[src/rtl/hamming_pkg.sv]
// Shared definitions for the Hamming SEC-DED receiver and the matching encoder.
package hamming_pkg;

    localparam logic [1:0] ST_CLEAN  = 2'b00;
    localparam logic [1:0] ST_CORR   = 2'b01;
    localparam logic [1:0] ST_UNCORR = 2'b10;

    // Smallest number of check bits p such that 2^p >= data_w + p + 1.
    function automatic int calc_par_w(input int data_w);
        int p;
        p = 1;
        while ((1 << p) < data_w + p + 1)
            p = p + 1;
        return p;
    endfunction

    function automatic bit is_pow2(input int i);
        return (i > 0) && ((i & (i - 1)) == 0);
    endfunction

    // Payload bit index carried at Hamming position pos; -1 for check positions.
    function automatic int pos_to_data_idx(input int pos);
        int idx;
        if (is_pow2(pos))
            return -1;
        idx = 0;
        for (int k = 1; k < pos; k++)
            if (!is_pow2(k))
                idx = idx + 1;
        return idx;
    endfunction

endpackage

[src/rtl/hamming_syndrome.sv]
// Combinational syndrome (XOR of set-bit positions) and overall parity of a codeword.
module hamming_syndrome
    import hamming_pkg::*;
#(
    parameter  int DATA_W = 11,
    localparam int PAR_W  = calc_par_w(DATA_W),
    localparam int N      = DATA_W + PAR_W,
    localparam int CODE_W = N + 1
) (
    input  logic [CODE_W-1:0] code,
    output logic [PAR_W-1:0]  s,
    output logic              g
);

    always_comb begin
        s = '0;
        for (int i = 1; i <= N; i++)
            if (code[i])
                s = s ^ PAR_W'(i);
        g = ^code;
    end

endmodule

[src/rtl/hamming_secded_rx.sv]
// Two-stage Hamming SEC-DED decoder with valid/ready backpressure and link-health counters.
module hamming_secded_rx
    import hamming_pkg::*;
#(
    parameter  int DATA_W = 11,
    parameter  int CNT_W  = 5,
    localparam int PAR_W  = calc_par_w(DATA_W),
    localparam int N      = DATA_W + PAR_W,
    localparam int CODE_W = N + 1
) (
    input  logic              clk,
    input  logic              rst,
    input  logic              in_valid,
    output logic              in_ready,
    input  logic [CODE_W-1:0] in_code,
    input  logic              corr_en,
    output logic              out_valid,
    input  logic              out_ready,
    output logic [DATA_W-1:0] out_data,
    output logic [1:0]        out_status,
    input  logic              cnt_clr,
    output logic [CNT_W-1:0]  corr_cnt,
    output logic [CNT_W-1:0]  err_cnt
);

    logic              s1_valid, s2_valid;
    logic [CODE_W-1:0] s1_code, fixed_code;
    logic [PAR_W-1:0]  s1_s, syn_s;
    logic              s1_g, s1_corr, syn_g;
    logic [DATA_W-1:0] raw_data, fixed_data, dec_data, s2_data;
    logic [1:0]        dec_status, s2_status;
    logic              advance, out_fire;

    hamming_syndrome #(.DATA_W(DATA_W)) u_syndrome (
        .code (in_code),
        .s    (syn_s),
        .g    (syn_g)
    );

    // Stage 2 can take a word whenever it is empty or draining; stage 1 then follows it.
    assign advance  = !s2_valid || out_ready;
    assign in_ready = !s1_valid || advance;
    assign out_fire = s2_valid && out_ready;

    always_ff @(posedge clk or posedge rst) begin
        if (rst) begin
            s1_valid <= 1'b0;
            s1_code  <= '0;
            s1_s     <= '0;
            s1_g     <= 1'b0;
            s1_corr  <= 1'b0;
        end else if (in_ready) begin
            s1_valid <= in_valid;
            if (in_valid) begin
                s1_code <= in_code;
                s1_s    <= syn_s;
                s1_g    <= syn_g;
                s1_corr <= corr_en;
            end
        end
    end

    // A single error is only trusted when overall parity flags it and s names a real position.
    always_comb begin
        fixed_code = s1_code;
        if (s1_g && (s1_s != '0) && (int'(s1_s) <= N))
            fixed_code[s1_s] = ~s1_code[s1_s];

        raw_data   = '0;
        fixed_data = '0;
        for (int pos = 1; pos <= N; pos++) begin
            if (!is_pow2(pos)) begin
                raw_data[pos_to_data_idx(pos)]   = s1_code[pos];
                fixed_data[pos_to_data_idx(pos)] = fixed_code[pos];
            end
        end

        dec_data   = raw_data;
        dec_status = ST_CLEAN;
        if ((s1_s != '0) || s1_g) begin
            if (!s1_corr) begin
                dec_status = ST_UNCORR;
            end else if (s1_g && (int'(s1_s) <= N)) begin
                dec_status = ST_CORR;
                dec_data   = fixed_data;
            end else begin
                dec_status = ST_UNCORR;
                dec_data   = '0;
            end
        end
    end

    always_ff @(posedge clk or posedge rst) begin
        if (rst) begin
            s2_valid  <= 1'b0;
            s2_data   <= '0;
            s2_status <= ST_CLEAN;
        end else if (advance) begin
            s2_valid <= s1_valid;
            if (s1_valid) begin
                s2_data   <= dec_data;
                s2_status <= dec_status;
            end
        end
    end

    // Counters only see words actually handed to the consumer; a clear overrides an increment.
    always_ff @(posedge clk or posedge rst) begin
        if (rst) begin
            corr_cnt <= '0;
            err_cnt  <= '0;
        end else if (cnt_clr) begin
            corr_cnt <= '0;
            err_cnt  <= '0;
        end else if (out_fire) begin
            if ((s2_status == ST_CORR) && (corr_cnt != '1))
                corr_cnt <= corr_cnt + CNT_W'(1);
            if ((s2_status == ST_UNCORR) && (err_cnt != '1))
                err_cnt <= err_cnt + CNT_W'(1);
        end
    end

    assign out_valid  = s2_valid;
    assign out_data   = s2_data;
    assign out_status = s2_status;

endmodule

[config.mk]
export PLATFORM = sky130hd
export DESIGN_NAME = hamming_secded_rx
export DESIGN_NICKNAME = d
export VERILOG_FILES = /design/src/rtl/hamming_pkg.sv /design/src/rtl/hamming_syndrome.sv /design/src/rtl/hamming_secded_rx.sv
export SDC_FILE = /design/constraint.sdc
export NUM_CORES = 1
export LEC_CHECK = 0
export BUFFER_PORTS_ARGS = -buffer_cell sky130_fd_sc_hd__buf_2
export CORE_MARGIN = 4
export CORE_UTILIZATION = 60
export CTS_CLUSTER_DIAMETER = 150
export CTS_CLUSTER_SIZE = 20
export DETAILED_ROUTE_END_ITERATION = 12
export PLACE_DENSITY = 0.85
export SYNTH_ARGS = -nofsm -noshare
export SYNTH_HDL_FRONTEND = slang
export SYNTH_SLANG_ARGS = --single-unit
[constraint.sdc]
create_clock -name clk -period 4.2 [get_ports clk]
set_input_delay 0.84 -clock clk [delete_from_list [all_inputs] [get_ports clk]]
set_output_delay 0.84 -clock clk [all_outputs]
set_load 0.02 [all_outputs]
==> run_results.csv <==
group,metric,value,unit
outcome,status,"complete, no violations",
critical_path,crit_arrival,1.31,ns
placement,placed_area,2810,um2
placement,gp_congestion,0.795,
synth,synthTopCellsByArea,"dfrtp_1 (45%), xnor2_1 (7.8%), mux2_1 (5.2%)",
placement,port-buffer-count,46,
detailed_routing,viasPerCell,5.66,
critical_path,cp-end-kind,"output port",
detailed_routing,drt_pre_antenna_iters,4,
synth,synth_xor_area_share,11.2,%
clock_tree,holdBufCountCts,0,
sta,finalHoldViolCount,0,
clock_tree,post_cts_resized,0,
detailed_routing,routedWlPerCell,15.0,um
sta,rsz0062_at_grt,"no",
sta,setup_viol,0,
final_layout,num_antenna_cells,0,
power,p_int,891,uW
floorplanning,initial_utilization,63.3,%
clock_tree,path_clk_slew,0.08,ns
placement,hpwl,3740,um
power,power_frac_comb,35.4,%
final_layout,final_net_count,305,
sta,setup_ws,2.05,ns
sta,finalSetupTns,0,ns
synth,ys_seq_area_share,45.5,%
final_layout,fillers,312,
floorplanning,die_h,73.7,um
critical_path,crit_fanout,3,
detailed_routing,route.detailed.drc,0,
synth,synth.net_count,266,
detailed_routing,drtIter0Drc,137,
sta,worst_clock_skew,0.00567,ns
critical_path,cp.required,3.36,ns
critical_path,worstSetupPathType,"in2out",
final_layout,syn_to_final_growth,11.9,%
sta,period_share,51.3,%
synth,synthCells,240,
sta,min_period,2.15,ns
synth,yosys.area.top_type_share,45.5,%
clock_tree,cts_sinks,47,
synth,synthArstFlopShare,100,%
grt,grt_overflow_total,0,
synth,muxShareOfSynthArea,13.1,%
floorplanning,io_pins,47,
clock_tree,cts_tree,"yes",
clock_tree,clock_path_buffers,2,
hold_path,hold_path_class,"reg2reg",
power,switching_share,37.0,%
synth,synthSimpleGateAreaFrac,12.3,%
floorplanning,die_w,73.7,um
grt,grt_pass1_wl,8340,um
clock_tree,htree_levels,2,
power,ir_drop,0.251,mV
grt,grt_max_degree,48,
clock_tree,cts_setup_buffers,0,
synth,synth_top_family_by_area,"multiplexers",
detailed_routing,vias,1862,
sta,fmax,464,MHz
grt,grt_pass1_vias,1807,
floorplanning,fp-row-count,23,
final_layout,layout-drive-gt1-share,25.8,%
synth,synth_edf_count,0,
synth,synth_fa_ha_area_share,1.94,%
run,max_cap_violations,0,
synth,synthTopCellsByCount,"dfrtp_1 (47), nand2_1 (28), xnor2_1 (23), a21oi_1 (18), o21ai_1 (17)",
sta,worstMarginPinSlew,1.00,ns
synth,yosysWarningCount,0,
floorplanning,dieArea,5430,um2
synth,synth_ff_type,"dfrtp_1",
synth,synth_area,2590,um2
grt,antenna_found_initial,0,
power,pwr-share-seq,45.7,%
detailed_routing,finalWirelength,4920,um
power,power.leakage,1.32,nW
sta,final-max-slew-violation-count,0,
critical_path,startpoint_type,"input pin",
synth,synthMostInstantiatedCell,"dfrtp_1",
power,total_power,1.42,mW
power,p_sw,524,uW
clock_tree,cts_buffers,5,
synth,syn_area_per_cell,10.8,um2
sta,relSlewSlack,33.0,%
final_layout,final_cell_area,2890,um2
floorplanning,core-area,4090,um2
synth,synth_top_area_cell,"dfrtp_1",
synth,ys_ff_latch,47,
power,clkPwrFrac,18.9,%
clock_tree,clk_latency,0.30,ns
grt,track_usage,20.2,%
clock_tree,ctsRootBufferMaster,"clkbuf_8",
synth,yosysUniqueCellTypes,41,
placement,place_ws,1.75,ns
detailed_routing,postRouteAntennaNets,0,
power,powerDensity,489,nW/um2
synth,synth-compound-area-share,12.7,%
power groups by stage:
stage | Clock [mW] | Sequential [mW] | Combinational, mW
floorplan | 0 | 0.668 | 0.372
finish | 0.268 | 0.647 | 0.500
CTS | 0.278 | 0.646 | 0.503
global placement | 0 | 0.650 | 0.490
global route | 0.295 | 0.663 | 0.552
detailed placement | 0 | 0.656 | 0.502
cells by family (layout without fill, tap and decap cells):
group / Yosys count / in the layout
AO/OA/AOI/OAI: 53 / 53
adder cells (fa/ha/maj): 4 / 4
flip-flops: 47 / 47
XOR/XNOR: 33 / 33
multiplexers: 26 / 26
AND/OR/NAND/NOR: 60 / 60
buffers and inverters: 17 / 56
cell usage in the layout (no fill, tap or decap), types with 2 or more instances in the layout:
cell / count
dfrtp_1: 47
buf_2: 46
nand2_1: 28
xnor2_1: 23
a21oi_1: 18
o21ai_1: 17
mux2_1: 12
nor2_1: 11
xor2_1: 10
mux2_2: 8
a311oi_1: 6
clkbuf_8: 6
ha_1: 4
nand4_1: 3
nand2b_1: 3
and3_1: 3
mux4_2: 3
nor4b_2: 2
o21ai_2: 2
inv_1: 2
nor2b_1: 2
and3b_1: 2
o21ai_0: 2
mux2i_1: 2
sequential cells by signal (all words and copies together) (netlist names):
register and count:
out_data 11, s1_s 4, s1_code 16, err_cnt 5
out_valid 1, out_status 2, s1_valid 1, s1_g 1
corr_cnt 5, s1_corr 1
per-stage QoR:
stage | utilization (%) | hold WS [ns] | instances
after floorplan | - | 0.456 | 240
after global routing | 70.8 | 0.509 | 329
after global placement | 68.6 | 0.456 | 322
after CTS | 70.8 | 0.480 | 329
after detailed placement | 68.6 | 0.462 | 322
final | 70.8 | 0.474 | 329
worst max-delay path: stages:
cell      delay (ns)
buf_2           0.11
nand3b_1        0.18
buf_2           0.18
worst paths after layout:
kind                       slack, ns     endpoint   startpoint  cells after the start
max                             2.05     in_ready    out_ready                      3
min                             0.47  out_data[9]  out_data[9]                      2
max reg2reg                     2.11  corr_cnt[3]  corr_cnt[0]                      7
min reg2reg                     0.47  out_data[9]  out_data[9]                      2
max in group asynchronous       2.86      s1_corr          rst                      2
min in group asynchronous       0.74   s1_code[2]          rst                      2
cell type report:
cell class	count	area [um2]	share of cell area, %
flip-flops and latches	47	1180	40.7
clock buffers	6	82.6	2.85
inverters	3	11.3	0.389
repair buffers	46	230	7.96
multi-input cells	176	1330	45.8
well taps	50	62.6	2.16
clock inverters	1	5.00	0.173
routing by layer:
metal,track usage (%),wire length (um)
met4,9.46,112
met2,31.1,2300
met1,27.0,2210
met3,4.65,299
met5,0,0
(Power assumes the default switching activity.)
